**config.mk**
```make
export PLATFORM = sky130hd
export DESIGN_NAME = sharpe_uart_rx_flat
export DESIGN_NICKNAME = d
export VERILOG_FILES = /design/src/rtl/sharpe_uart_rx_if.sv /design/src/rtl/sharpe_uart_rx.sv /design/src/flat_wrapper.sv
export SDC_FILE = /design/constraint.sdc
export NUM_CORES = 1
export LEC_CHECK = 0
export ABC_AREA = 1
export BUFFER_PORTS_ARGS = -buffer_cell sky130_fd_sc_hd__buf_2
export CAP_MARGIN = 20
export CORE_ASPECT_RATIO = 1.1
export CORE_MARGIN = 10
export CORE_UTILIZATION = 45
export CTS_CLUSTER_SIZE = 14
export DETAILED_ROUTE_END_ITERATION = 10
export PLACE_DENSITY = 0.69
export REMOVE_ABC_BUFFERS = 1
export SYNTH_ARGS = -nofsm -noshare
export SYNTH_HDL_FRONTEND = slang
export SYNTH_SLANG_ARGS = --single-unit
```
**constraint.sdc**
```tcl
create_clock -name clk -period 2.25 [get_ports clk]
set_input_delay 0.45 -clock clk [delete_from_list [all_inputs] [get_ports clk]]
set_output_delay 0.45 -clock clk [all_outputs]
set_load 0.05 [all_outputs]
```
**src/rtl/sharpe_uart_rx_if.sv**
```systemverilog
// Pair handshake between the UART receiver and the downstream comparator.
interface sharpe_pair_if;
  logic [7:0] sharpe_old;
  logic [7:0] sharpe_new;
  logic       pair_valid;
  logic       pair_ready;

  modport master (output sharpe_old, output sharpe_new, output pair_valid, input  pair_ready);
  modport slave  (input  sharpe_old, input  sharpe_new, input  pair_valid, output pair_ready);
endinterface

```
**src/rtl/sharpe_uart_rx.sv**
```systemverilog
// 8N1 UART receiver that collects bytes in pairs (old, new) and presents
// them on a valid/ready handshake, flagging framing errors and dropped bytes.
module sharpe_uart_rx #(
  parameter int CLKS_PER_BIT = 868
) (
  input  logic          clk,
  input  logic          rst_n,
  input  logic          rx,
  sharpe_pair_if.master pair,
  output logic          frame_err,
  output logic          overrun
);
  localparam int TW = (CLKS_PER_BIT > 1) ? $clog2(CLKS_PER_BIT) : 1;
  localparam logic [TW-1:0] T_LAST = TW'(CLKS_PER_BIT - 1);
  localparam logic [TW-1:0] T_HALF = TW'(CLKS_PER_BIT / 2 - 1);

  typedef enum logic [1:0] {IDLE, START, DATA, STOP} state_t;

  state_t          r_state, w_state_nxt;
  logic [TW-1:0]   r_timer, w_timer_nxt;
  logic [2:0]      r_idx,   w_idx_nxt;
  logic [7:0]      r_data,  w_data_nxt;
  logic            w_commit, w_ferr;
  logic            r_rx_meta, r_rx_s;

  logic            r_slot;
  logic [7:0]      r_hold, r_old, r_new;
  logic            r_valid, r_frame_err, r_overrun;

  always_ff @(posedge clk or negedge rst_n) begin
    if (!rst_n) begin
      r_rx_meta <= 1'b1;
      r_rx_s    <= 1'b1;
    end else begin
      r_rx_meta <= rx;
      r_rx_s    <= r_rx_meta;
    end
  end

  always_ff @(posedge clk or negedge rst_n) begin
    if (!rst_n) begin
      r_state <= IDLE;
      r_timer <= '0;
      r_idx   <= '0;
      r_data  <= '0;
    end else begin
      r_state <= w_state_nxt;
      r_timer <= w_timer_nxt;
      r_idx   <= w_idx_nxt;
      r_data  <= w_data_nxt;
    end
  end

  always_comb begin
    w_state_nxt = r_state;
    w_timer_nxt = r_timer;
    w_idx_nxt   = r_idx;
    w_data_nxt  = r_data;
    w_commit    = 1'b0;
    w_ferr      = 1'b0;
    case (r_state)
      IDLE: begin
        w_timer_nxt = '0;
        if (!r_rx_s) w_state_nxt = START;
      end
      START: begin
        // mid-start-bit recheck rejects glitches shorter than half a bit
        if (r_timer == T_HALF) begin
          w_timer_nxt = '0;
          w_idx_nxt   = '0;
          w_state_nxt = r_rx_s ? IDLE : DATA;
        end else begin
          w_timer_nxt = r_timer + 1'b1;
        end
      end
      DATA: begin
        if (r_timer == T_LAST) begin
          w_timer_nxt        = '0;
          w_data_nxt[r_idx]  = r_rx_s;
          if (r_idx == 3'd7) w_state_nxt = STOP;
          else               w_idx_nxt   = r_idx + 1'b1;
        end else begin
          w_timer_nxt = r_timer + 1'b1;
        end
      end
      STOP: begin
        if (r_timer == T_LAST) begin
          w_timer_nxt = '0;
          w_state_nxt = IDLE;
          w_commit    = r_rx_s;
          w_ferr      = !r_rx_s;
        end else begin
          w_timer_nxt = r_timer + 1'b1;
        end
      end
      default: w_state_nxt = IDLE;
    endcase
  end

  always_ff @(posedge clk or negedge rst_n) begin
    if (!rst_n) begin
      r_slot      <= 1'b0;
      r_hold      <= '0;
      r_old       <= '0;
      r_new       <= '0;
      r_valid     <= 1'b0;
      r_frame_err <= 1'b0;
      r_overrun   <= 1'b0;
    end else begin
      r_frame_err <= w_ferr;
      if (r_valid && pair.pair_ready) r_valid <= 1'b0;
      if (w_ferr) begin
        r_slot <= 1'b0;
      end else if (w_commit) begin
        if (!r_slot) begin
          r_hold <= r_data;
          r_slot <= 1'b1;
        end else begin
          r_slot <= 1'b0;
          // a same-cycle handshake frees the output, so the new pair may load
          if (!r_valid || pair.pair_ready) begin
            r_old   <= r_hold;
            r_new   <= r_data;
            r_valid <= 1'b1;
          end else begin
            r_overrun <= 1'b1;
          end
        end
      end
    end
  end

  assign pair.sharpe_old = r_old;
  assign pair.sharpe_new = r_new;
  assign pair.pair_valid = r_valid;
  assign frame_err       = r_frame_err;
  assign overrun         = r_overrun;
endmodule

```
**src/flat_wrapper.sv**
```systemverilog
// flat-port wrapper written by rule: the top's interface ports become plain ports
module sharpe_uart_rx_flat 
#(
  parameter int CLKS_PER_BIT = 868
)
  (clk, rst_n, rx, frame_err, overrun, pair_sharpe_old, pair_sharpe_new, pair_pair_valid, pair_pair_ready);
  sharpe_pair_if pair_i ();
  input  logic clk;
  input  logic rst_n;
  input  logic rx;
  output logic frame_err;
  output logic overrun;
  output wire logic [$bits(pair_i.sharpe_old)-1:0] pair_sharpe_old;
  output wire logic [$bits(pair_i.sharpe_new)-1:0] pair_sharpe_new;
  output wire logic [$bits(pair_i.pair_valid)-1:0] pair_pair_valid;
  input wire logic [$bits(pair_i.pair_ready)-1:0] pair_pair_ready;
  assign pair_sharpe_old = pair_i.sharpe_old;
  assign pair_sharpe_new = pair_i.sharpe_new;
  assign pair_pair_valid = pair_i.pair_valid;
  assign pair_i.pair_ready = pair_pair_ready;
  sharpe_uart_rx #(.CLKS_PER_BIT(CLKS_PER_BIT)) u_core (.clk(clk), .rst_n(rst_n), .rx(rx), .pair(pair_i), .frame_err(frame_err), .overrun(overrun));
endmodule
```
==> results.json <==
{
  "status": "finished, final reports clean",
  "ctsResizeCount": 0,
  "core_area_um2": 5330,
  "path_clk_slew_ns": 0.10,
  "r2r_setup_slack_ns": 0.44,
  "critPathTopFamily": "simple AND/OR/NAND/NOR gates",
  "grt_pass1_wl_mm": 8.28,
  "placed_area_um2": 2630,
  "timing.fmax_mhz": 554,
  "grt_pass1_vias": 1876,
  "dpl.hpwl_mm": 3.45,
  "cp_num_buf_inv": 1,
  "p_clk_share_pct": 35.1,
  "routed_wl_mm": 4.71,
  "initialDrtViolationCount": 109,
  "ys_seq_elements": 53,
  "p_per_area_nw_per_um2": 558,
  "ys_types": 31,
  "period_share_pct": 80.3,
  "intPower_mw": 1.18,
  "worstPathArrival_ns": 2.04,
  "crit_path_end_kind": "flip-flop",
  "setup_viol": 0,
  "gp_congestion": 0.899,
  "die_w_um": 90.5,
  "final-hold-violation-count": 0,
  "clockBufferDepth": 2,
  "maxCapViolCount": 0,
  "comb_power_share_pct": 1.8,
  "cts_hold_buffers": 0,
  "p_leak_nw": 1.42,
  "synth_cells": 282,
  "dieHeight_um": 97.5,
  "skew_ns": 0.00779,
  "r2r_cells": 8,
  "ant_nets": 0,
  "p_switching_mw": 0.334,
  "cts_max_level": 2,
  "crit_cells": 8,
  "synthesis.area_um2": 2460,
  "holdWs_ns": 0.140,
  "layout_commonest_cell": "nand2_1",
  "cts_setup_buffers": 0,
  "post-place-cells": 375,
  "drt-wirelength-per-cell_um": 12.3,
  "start_kind": "flip-flop",
  "path_class": "reg -> reg",
  "cts_tree": "built",
  "track_usage_pct": 11.0,
  "vdd_drop_max_v": 0.000378,
  "start_util_pct": 46.1,
  "fin_total_pwr_mw": 1.52,
  "p_seq_share_pct": 63.1,
  "grt_start_max_net_pins": 29,
  "required_ns": 2.49,
  "area_growth_pct": 10.5,
  "maxSlewHeadroom_pct": 60.5,
  "syn_avg_cell_area_um2": 8.71,
  "critPathMaxFanout": 25,
  "cts_root_buf": "clkbuf_8",
  "rsz0062_at_grt": "no",
  "drc_errors": 0,
  "antenna_found_initial": 0,
  "clock_latency_ns": 0.30,
  "clkSinkCount": 53,
  "swShare_pct": 22.0,
  "drive_gt1_share_pct": 15.3,
  "worstPathCellList": "ha_1, nand2_2, nor2_2, nand3_2, nor3_4, buf_4, nand2_1, o21bai_1",
  "nets": 315,
  "gr-total-overflow": 0,
  "layoutNonFillerInstCount": 383,
  "antenna_cells": 0,
  "io-pin-count": 23,
  "worst_hold_path_type": "in -> async",
  "rows": 28,
  "cpPeakStageDelay_ns": 0.40,
  "die_area_um2": 8820,
  "yosys_warnings": 0,
  "drv_slew": 0,
  "drt_first_pass_iters": 4,
  "vias": 1933,
  "finalInstanceArea_um2": 2720,
  "period_minus_slack_ns": 1.81,
  "port_buffers": 22,
  "tns_ns": 0,
  "worst_pin_slew_ns": 0.592,
  "ys_seq_area_share_pct": 54.1,
  "cts_buffers": 5,
  "layout_common_cells": "nand2_1, dfrtp_1, nand3_1, buf_2",
  "vias_per_cell": 5.05,
  "crit_slowest_cell": "dfrtp_1"
}
[power groups by stage]
| stage | Sequential, mW | Clock, mW | Combinational, mW |
|---|---|---|---|
| CTS | 0.956 | 0.557 | 0.0291 |
| detailed placement | 0.975 | 0 | 0.0292 |
| finish | 0.956 | 0.532 | 0.0278 |
| global placement | 0.975 | 0 | 0.0288 |
| floorplan | 0.975 | 0 | 0.00272 |
| global route | 0.956 | 0.582 | 0.0322 |
[state kept, by name (all words and copies together), names as in the netlist, 3 cells and up, named ones only]
signal                  cells
u_core.r_timer             10
u_core.pair.sharpe_new      8
u_core.pair.sharpe_old      8
u_core.r_idx                3
u_core.r_data               8
u_core.r_hold               8
[cell usage after synthesis, drive strengths merged]
library cell / number / area [µm²]
clkinv: 1 / 3.75
or2: 1 / 6.26
a31oi: 1 / 6.26
nor3: 9 / 56.3
nand3b: 1 / 7.51
xnor2: 1 / 8.76
buf: 2 / 18.8
clkbuf: 5 / 52.6
ha: 4 / 50.1
nor4: 1 / 6.26
dfstp: 2 / 52.6
nand4: 18 / 113
a21oi: 3 / 15.0
inv: 21 / 78.8
o21bai: 1 / 7.51
dfrtp: 51 / 1280
nand2: 94 / 363
xor2: 1 / 8.76
nand3: 26 / 148
o21ai: 16 / 80.1
nor2: 23 / 98.8
[per-layer routing]
layer	vias to the layer above	global-route usage (%)	wire length [µm]	part of all wire (%)
met4	0	4.04	63	1.3
li1	979	-	-	-
met5	-	0	0	0
met2	41	19.9	2410	51
met3	5	3.17	217	4.6
met1	908	11.6	2020	43
[stage by stage]
stage	worst slack, ns	utilization, %
after floorplan	0.261	-
final	0.444	51.0
after CTS	0.450	51.0
after global routing	0.295	51.0
after global placement	0.542	49.3
after detailed placement	0.466	49.3
[kinds of logic (layout without fill, tap and decap cells)]
family,count (synthesis),after routing,share of synthesized area (%)
simple gates,173,173,32.5
flops,53,53,54.1
buf+inv,29,55,6.26
xor+xnor,2,2,0.713
compound gates,21,21,4.43
fa+ha+maj,4,4,2.04
[final timing paths]
| path | from | end |
|---|---|---|
| worst max-delay path | u_core.r_timer[0]$_DFF_PN0_ | u_core.overrun$_DFFE_PN0P_ |
| worst min-delay path | rst_n | u_core.pair.sharpe_old[1]$_DFFE_PN0P_ |
| worst max register to register | u_core.r_timer[0]$_DFF_PN0_ | u_core.overrun$_DFFE_PN0P_ |
| worst min register to register | u_core.r_rx_meta$_DFF_PN1_ | u_core.r_rx_s$_DFF_PN1_ |
| max in group asynchronous | rst_n | u_core.r_rx_s$_DFF_PN1_ |
| min in group clk | rx | u_core.r_rx_meta$_DFF_PN1_ |
[cell type report]
cell class	count	area, µm²
fillers	530	2610
flip-flops and latches	53	1330
multi-input cells	200	975
repair buffers	25	145
well taps	75	93.8
inverters	22	82.6
clock buffers	5	68.8
clock inverters	3	22.5
(Power assumes the default switching activity.)
